$ cat config.mk
export PLATFORM = sky130hd
export DESIGN_NAME = starfish_fetch
export DESIGN_NICKNAME = d
export VERILOG_FILES = /design/src/rtl/starfish_fetch.sv
export SDC_FILE = /design/constraint.sdc
export NUM_CORES = 1
export LEC_CHECK = 0
export ABC_CLOCK_PERIOD_IN_PS = 7300
export CAP_MARGIN = 20
export CELL_PAD_IN_SITES_DETAIL_PLACEMENT = 1
export CELL_PAD_IN_SITES_GLOBAL_PLACEMENT = 2
export CORE_ASPECT_RATIO = 1.75
export CORE_MARGIN = 2
export CORE_UTILIZATION = 34
export DETAILED_ROUTE_END_ITERATION = 6
export PLACE_DENSITY_LB_ADDON = 0.1
export SKIP_LAST_GASP = 1
export SLEW_MARGIN = 20
export SYNTH_ARGS = -nofsm -noshare
export SYNTH_HDL_FRONTEND = slang
export SYNTH_SLANG_ARGS = --single-unit
$ cat constraint.sdc
create_clock -name clk -period 7.3 [get_ports clk]
set_input_delay 0.73 -clock clk [delete_from_list [all_inputs] [get_ports clk]]
set_output_delay 0.73 -clock clk [all_outputs]
set_load 0.01 [all_outputs]
$ cat src/rtl/starfish_fetch.sv
// Starfish RV32 instruction fetch: owns the PC, issues word reads to a
// one-cycle synchronous imem and buffers {pc, instr} pairs for decode.
module starfish_fetch #(
  parameter int              XLEN     = 32,
  parameter logic [XLEN-1:0] RESET_PC = '0,
  parameter int              DEPTH    = 2
) (
  input  logic            clk,
  input  logic            rst,
  output logic            imem_req,
  output logic [XLEN-1:0] imem_addr,
  input  logic [XLEN-1:0] imem_rdata,
  input  logic            redirect_valid,
  input  logic [XLEN-1:0] redirect_pc,
  output logic            out_valid,
  output logic [XLEN-1:0] out_instr,
  output logic [XLEN-1:0] out_pc,
  input  logic            out_ready,
  output logic            dbg_state
);

  // Handshake: decode takes the head in any cycle where out_valid && out_ready
  // are both high at the rising edge; out_valid never depends on out_ready.

  localparam int              PW      = $clog2(DEPTH);
  localparam int              CW      = PW + 1;
  localparam logic [CW:0]     DEPTH_W = (CW + 1)'(DEPTH);

  typedef enum logic {BOOT = 1'b0, RUN = 1'b1} state_t;

  state_t            state;
  state_t            state_next;
  logic [XLEN-1:0]   pc;
  logic [XLEN-1:0]   tag;
  logic [CW-1:0]     count;
  logic [PW-1:0]     rd_ptr;
  logic [PW-1:0]     wr_ptr;
  logic              inflight;
  logic              kill;
  logic [XLEN-1:0]   buf_instr [DEPTH];
  logic [XLEN-1:0]   buf_pc    [DEPTH];

  logic              pop;
  logic              push;
  logic              issue;
  logic [CW:0]       occ;
  logic [XLEN-1:0]   redirect_aligned;

  assign pop              = out_valid && out_ready;
  assign push             = inflight && !kill;
  // Entries that will be held once this cycle's pop retires: buffered plus in flight.
  assign occ              = {1'b0, count} + {{CW{1'b0}}, inflight} - {{CW{1'b0}}, pop};
  assign redirect_aligned = redirect_pc & ~(XLEN'(3));

  always_comb begin
    state_next = state;
    issue      = 1'b0;
    case (state)
      BOOT: state_next = RUN;
      RUN:  issue      = !redirect_valid && (occ < DEPTH_W);
      default: state_next = BOOT;
    endcase
  end

  always_ff @(posedge clk) begin
    if (rst) begin
      state    <= BOOT;
      pc       <= RESET_PC;
      tag      <= '0;
      count    <= '0;
      rd_ptr   <= '0;
      wr_ptr   <= '0;
      inflight <= 1'b0;
      kill     <= 1'b0;
      for (int i = 0; i < DEPTH; i++) begin
        buf_instr[i] <= '0;
        buf_pc[i]    <= '0;
      end
    end else begin
      state <= state_next;
      if (redirect_valid) begin
        // Flush wins over any push or pop bookkeeping this cycle.
        pc       <= redirect_aligned;
        count    <= '0;
        rd_ptr   <= '0;
        wr_ptr   <= '0;
        inflight <= 1'b0;
        kill     <= 1'b1;
      end else begin
        kill     <= 1'b0;
        inflight <= issue;
        if (issue) begin
          pc  <= pc + XLEN'(4);
          tag <= pc;
        end
        if (push) begin
          buf_instr[wr_ptr] <= imem_rdata;
          buf_pc[wr_ptr]    <= tag;
          wr_ptr            <= wr_ptr + PW'(1);
        end
        if (pop) begin
          rd_ptr <= rd_ptr + PW'(1);
        end
        count <= count + CW'(push) - CW'(pop);
      end
    end
  end

  assign imem_req  = issue;
  assign imem_addr = pc;
  assign out_valid = (count != '0);
  assign out_instr = buf_instr[rd_ptr];
  assign out_pc    = buf_pc[rd_ptr];
  assign dbg_state = (state == RUN);

endmodule

## After elaboration in Yosys (flattened, before gate mapping)

Memory sizes are Yosys's and may differ from the RTL's. A register that Yosys moved wholly into a read port is not among the register bits.
Cells that the tools add are included.

| storage, ports and cells | value |
|---|---|
| output and inout port bits | 99 |
| register bits | 71 |
| RAM bits | 128 |
| memories kept | 2 |

| cells by class | value |
|---|---|
| mux-type cells | 21 |
| bitwise logic cells | 1 |
| reductions and logical operators | 11 |
| $add $sub $neg | 7 |
| $lt $le $gt $ge | 1 |

Memories:

| name | depth | width | rd ports | clocked after memory_dff | write ports | RTL line | RTL |
|---|---|---|---|---|---|---|---|
| buf_instr | 2 | 32 | 1 | 1 | 2 | 40 | `logic [XLEN-1:0] buf_instr [DEPTH];` |
| buf_pc | 2 | 32 | 1 | 1 | 2 | 41 | `logic [XLEN-1:0] buf_pc [DEPTH];` |

Operator list:

| kind | count |
|---|---|
| $mux W32 | 4 |
| $reduce_or A32 Y1 | 2 |
| $add A32 B3 Y32 const B | 1 |
| $mux W1 | 17 |
| $reduce_bool A2 Y1 | 2 |
| $add A2 B1 Y3 | 1 |
| $logic_and A1 B1 Y1 | 3 |
| $lt A3 B2 Y1 const B | 1 |
| $sub A3 B1 Y3 | 1 |
| $add A1 B1 Y1 const B | 2 |
| $add A2 B1 Y2 | 1 |
| $logic_not A1 Y1 | 2 |
| $reduce_and A2 Y1 | 1 |
| $reduce_or A2 Y1 | 1 |
| $sub A2 B1 Y2 | 1 |
| $not A1 Y1 | 1 |

## Depth between registers and ports, before layout

| logic depth | value |
|---|---|
| depth after elaboration | 8 |
| depth in mapped cells | 10 |

## Least setup slack after synthesis

OpenSTA, ideal clock, no wires.

| timing | value |
|---|---|
| path kind | input-to-reg |
| start point | in redirect_valid |
| end point | mem buf_instr[0][0], enable pin |
| path slack | 1.373 ns |
| arrival time | 5.360 ns |
| required time | 6.732 ns |
| stages | 3 |
| buffers on the path | 0 |
| cell sequence | nor2_1 -> nand2_1 -> o21ai_0 |

RTL lines:

| element | RTL line | RTL |
|---|---|---|
| start: declaration | 13 | `input logic redirect_valid,` |
| end: declaration | 40 |  |

## Worst setup path after layout

| timing | value |
|---|---|
| start point | in out_ready |
| end point | out imem_req |

| between the ends | value |
|---|---|
| cells in the longest elaborated chain, start to end | 5 |

Ends and longest elaborated chain:

| element | RTL line | RTL |
|---|---|---|
| start: declaration | 18 | `input logic out_ready,` |
| $logic_and A1 B1 Y1 | 49 | `assign pop = out_valid && out_ready;` |
| $sub A3 B1 Y3 | 52 | `assign occ = {1'b0, count} + {{CW{1'b0}}, inflight} - {{CW{1'b0}}, pop};` |
| $lt A3 B2 Y1 | 60 | `RUN: issue = !redirect_valid && (occ < DEPTH_W);` |
| $logic_and A1 B1 Y1 | 60 |  |
| $mux W1 | 58 | `case (state)` |
| end: declaration | 10 | `output logic imem_req,` |

Every way passes these cells.

==> results.tsv <==
metric	value	unit
status	complete, no violations	
Root Driver	clkbuf_16	
VDD IR-drop max	0.163	mV
Setup CP Type	primary input to output port	
clk_skew	8.03	ps
Antenna Nets Post-Route	0	
fin crit period	4170	ps
drt first pass iters	4	
dpl hpwl	14.4	mm
Seq/Total Area, Yosys	59.8	%
Area after DPL	0.0104	sq mm
worst stage delay on the critical path	630	ps
WL final	21.5	mm
top cell type's share of synthesized area	43.8	%
GR Overflow Total	0	
final number of setup-violating endpoints	0	
initial antenna violation count	0	
Final GP Congestion	0.752	
Power Total	0.00227	W
number of flops mapped to enable cells by yosys	124	
syn_area_per_cell	11.7	sq um
Pwr Density	208	mW/mm^2
Max Slew Vio Count	0	
Reg clk slew, reported paths	70	ps
Die Wd	124	um
CP max FO	32	
Post-route DRC	0	
library cells used by synthesis	50	
starting density of the core	34.5	%
FMAX	240	MHz
Core ar.	0.0246	sq mm
first-pass GRT wire length	33.7	mm
vias in the first global route	6405	
Mapped Area	0.00850	sq mm
CP most frequent cell	clkdlybuf4s50_1	
Synth top cells by count	and2_1, edfxtp_1, nand2_1, dfxtp_1, mux2_2	
total CTS buffers	17	
register bit count reported by yosys	192	
main flop type after synthesis	edfxtp_1	
maximum clock path buffer count	2	
CP startpoint kind	primary input	
Final TNS setup	0	ps
WP data arrival	3440	ps
Async SR Flop Fraction	0	%
most instantiated library cell after synthesis	and2_1	
area leader, netlist	edfxtp_1	
Gate Count Post-Synth	728	
Vias	5840	
port bufs	160	
Final Cycle Share	57.1	%
post-CTS sizing	0	
post-DR wirelength/cell	17.9	um
Vias/cell	4.87	
Die H	213	um
GRT Resource Usage Total	16.9	%
Max-Cap Viols	0	
Initial DRC Count	253	
Antenna diodes	0	
worst skew pair latency	440	ps
layout cells sized above 1	12.9	%
CP max-delay cell	clkdlybuf4s50_1	
hold crit path type	flop to flop	
CTS tree	built	
# clock sinks	192	
nets@finish	945	
RSZ-0062 raised after global routing	false	
die footprint	0.0263	sq mm
leakage	3.88	nW
CTS Hold Bufs	0	
pin count of the biggest net entering global routing	66	
Max-slew headroom	40.5	%
CTS HTree Levels	4	
yosys warns	0	
Worst-Margin Slew	893	ps
I/O pins	167	
layout overhead on the synthesized area	28.0	%
Hold Violations, Final	0	
Rows	76	
postcts setup bufs	0	
CP Buf/Inv Count	4	
Top Family by Delay on Critical Path	buffers and inverters	
Worst EP required	6570	ps
crit end category	output port	
Final Cell Area	0.0109	sq mm
cell chain of the critical path	clkdlybuf4s50_1 -> xor2_1 -> nand2_1 -> fa_1 -> xnor2_1 -> nand3_1 -> inv_1 -> buf_4 -> clkdlybuf4s50_1	
top cells by area, synth	edfxtp_1, dfxtp_1, and2_1	
==> registers in the layout (all words and copies together), names as in the netlist, named ones only <==
signal / flops
tag: 30
wr_ptr: 1
dbg_state: 1
buf_pc: 60
imem_addr: 30
rd_ptr: 1
count: 2
buf_instr: 64
kill: 1
inflight: 1
==> tightest hold or removal path, cell delays in order (launching register included) <==
cell and delay (ps):
dfxtp_1 310, nand2_1 50, a21oi_1 50
==> power by group <==
| part | internal, W | switching (W) | leakage (nW) |
|---|---|---|---|
| combinational | 0.000113 | 0.0000991 | 1.79 |
| sequential | 0.00120 | 0.0000343 | 1.84 |
| clock | 0.000431 | 0.000393 | 0.253 |
==> layout make-up <==
type,count,area (sq um)
multi-input cells,481,3180
well taps,312,390
repair buffers,171,1690
fillers,2608,13700
clock buffers,23,448
inverters,11,41.3
clock inverters,9,47.5
flip-flops and latches,192,5090
==> logic make-up (layout without fill, tap and decap cells) <==
| group | after synthesis | in the layout | share of synthesized area [%] |
|---|---|---|---|
| xor gates and xnor gates | 29 | 29 | 3.08 |
| adders and majority gates | 3 | 3 | 0.530 |
| DFF | 192 | 192 | 59.8 |
| muxes | 63 | 63 | 8.33 |
| buffers and inverters | 58 | 214 | 3.19 |
| and+or+nand+nor | 302 | 302 | 19.5 |
| AOI/OAI and AO/OA | 80 | 80 | 5.55 |
| other | 1 | 4 | 0.0441 |
==> final timing paths <==
kind,startpoint,end,slack [ps],cells after the start
setup / recovery,out_ready,imem_req,3130,9
hold / removal,tag[4],tag[4],460,2
setup reg to reg,count[1],imem_addr[18],4130,9
hold reg to reg,tag[4],tag[4],460,2
==> routing by layer <==
| layer | vias up | track usage (%) | wire (um) |
|---|---|---|---|
| li1 | 2832 | - | - |
| met1 | 2849 | 18.2 | 8470 |
| met2 | 131 | 31.8 | 11900 |
| met3 | 28 | 3.53 | 773 |
| met4 | 0 | 5.76 | 352 |
| met5 | - | 0 | 0 |
==> placed cells by master, fill, tap and decap left out, drive strengths merged, types with 14 or more instances in the layout <==
cell	instances
nand3	16
edfxtp	124
xor2	14
xnor2	15
clkbuf	23
dfxtp	68
mux2	62
and2	130
nand2	82
a21oi	42
clkdlybuf4s50	159
nor3	16
nor2	22
==> through the flow <==
| step | utilization [%] | worst slack [ps] | std cells | hold slack, ps |
|---|---|---|---|---|
| floorplan | - | 1370 | 731 | 440 |
| global placement | 42.1 | 3100 | 1166 | 455 |
| detailed placement | 42.1 | 3020 | 1166 | 458 |
| CTS | 44.1 | 3110 | 1198 | 467 |
| global route | 44.2 | 2890 | 1199 | 491 |
| finish | 44.2 | 3130 | 1199 | 462 |
Note: power is estimated with default switching activity, not from simulation.
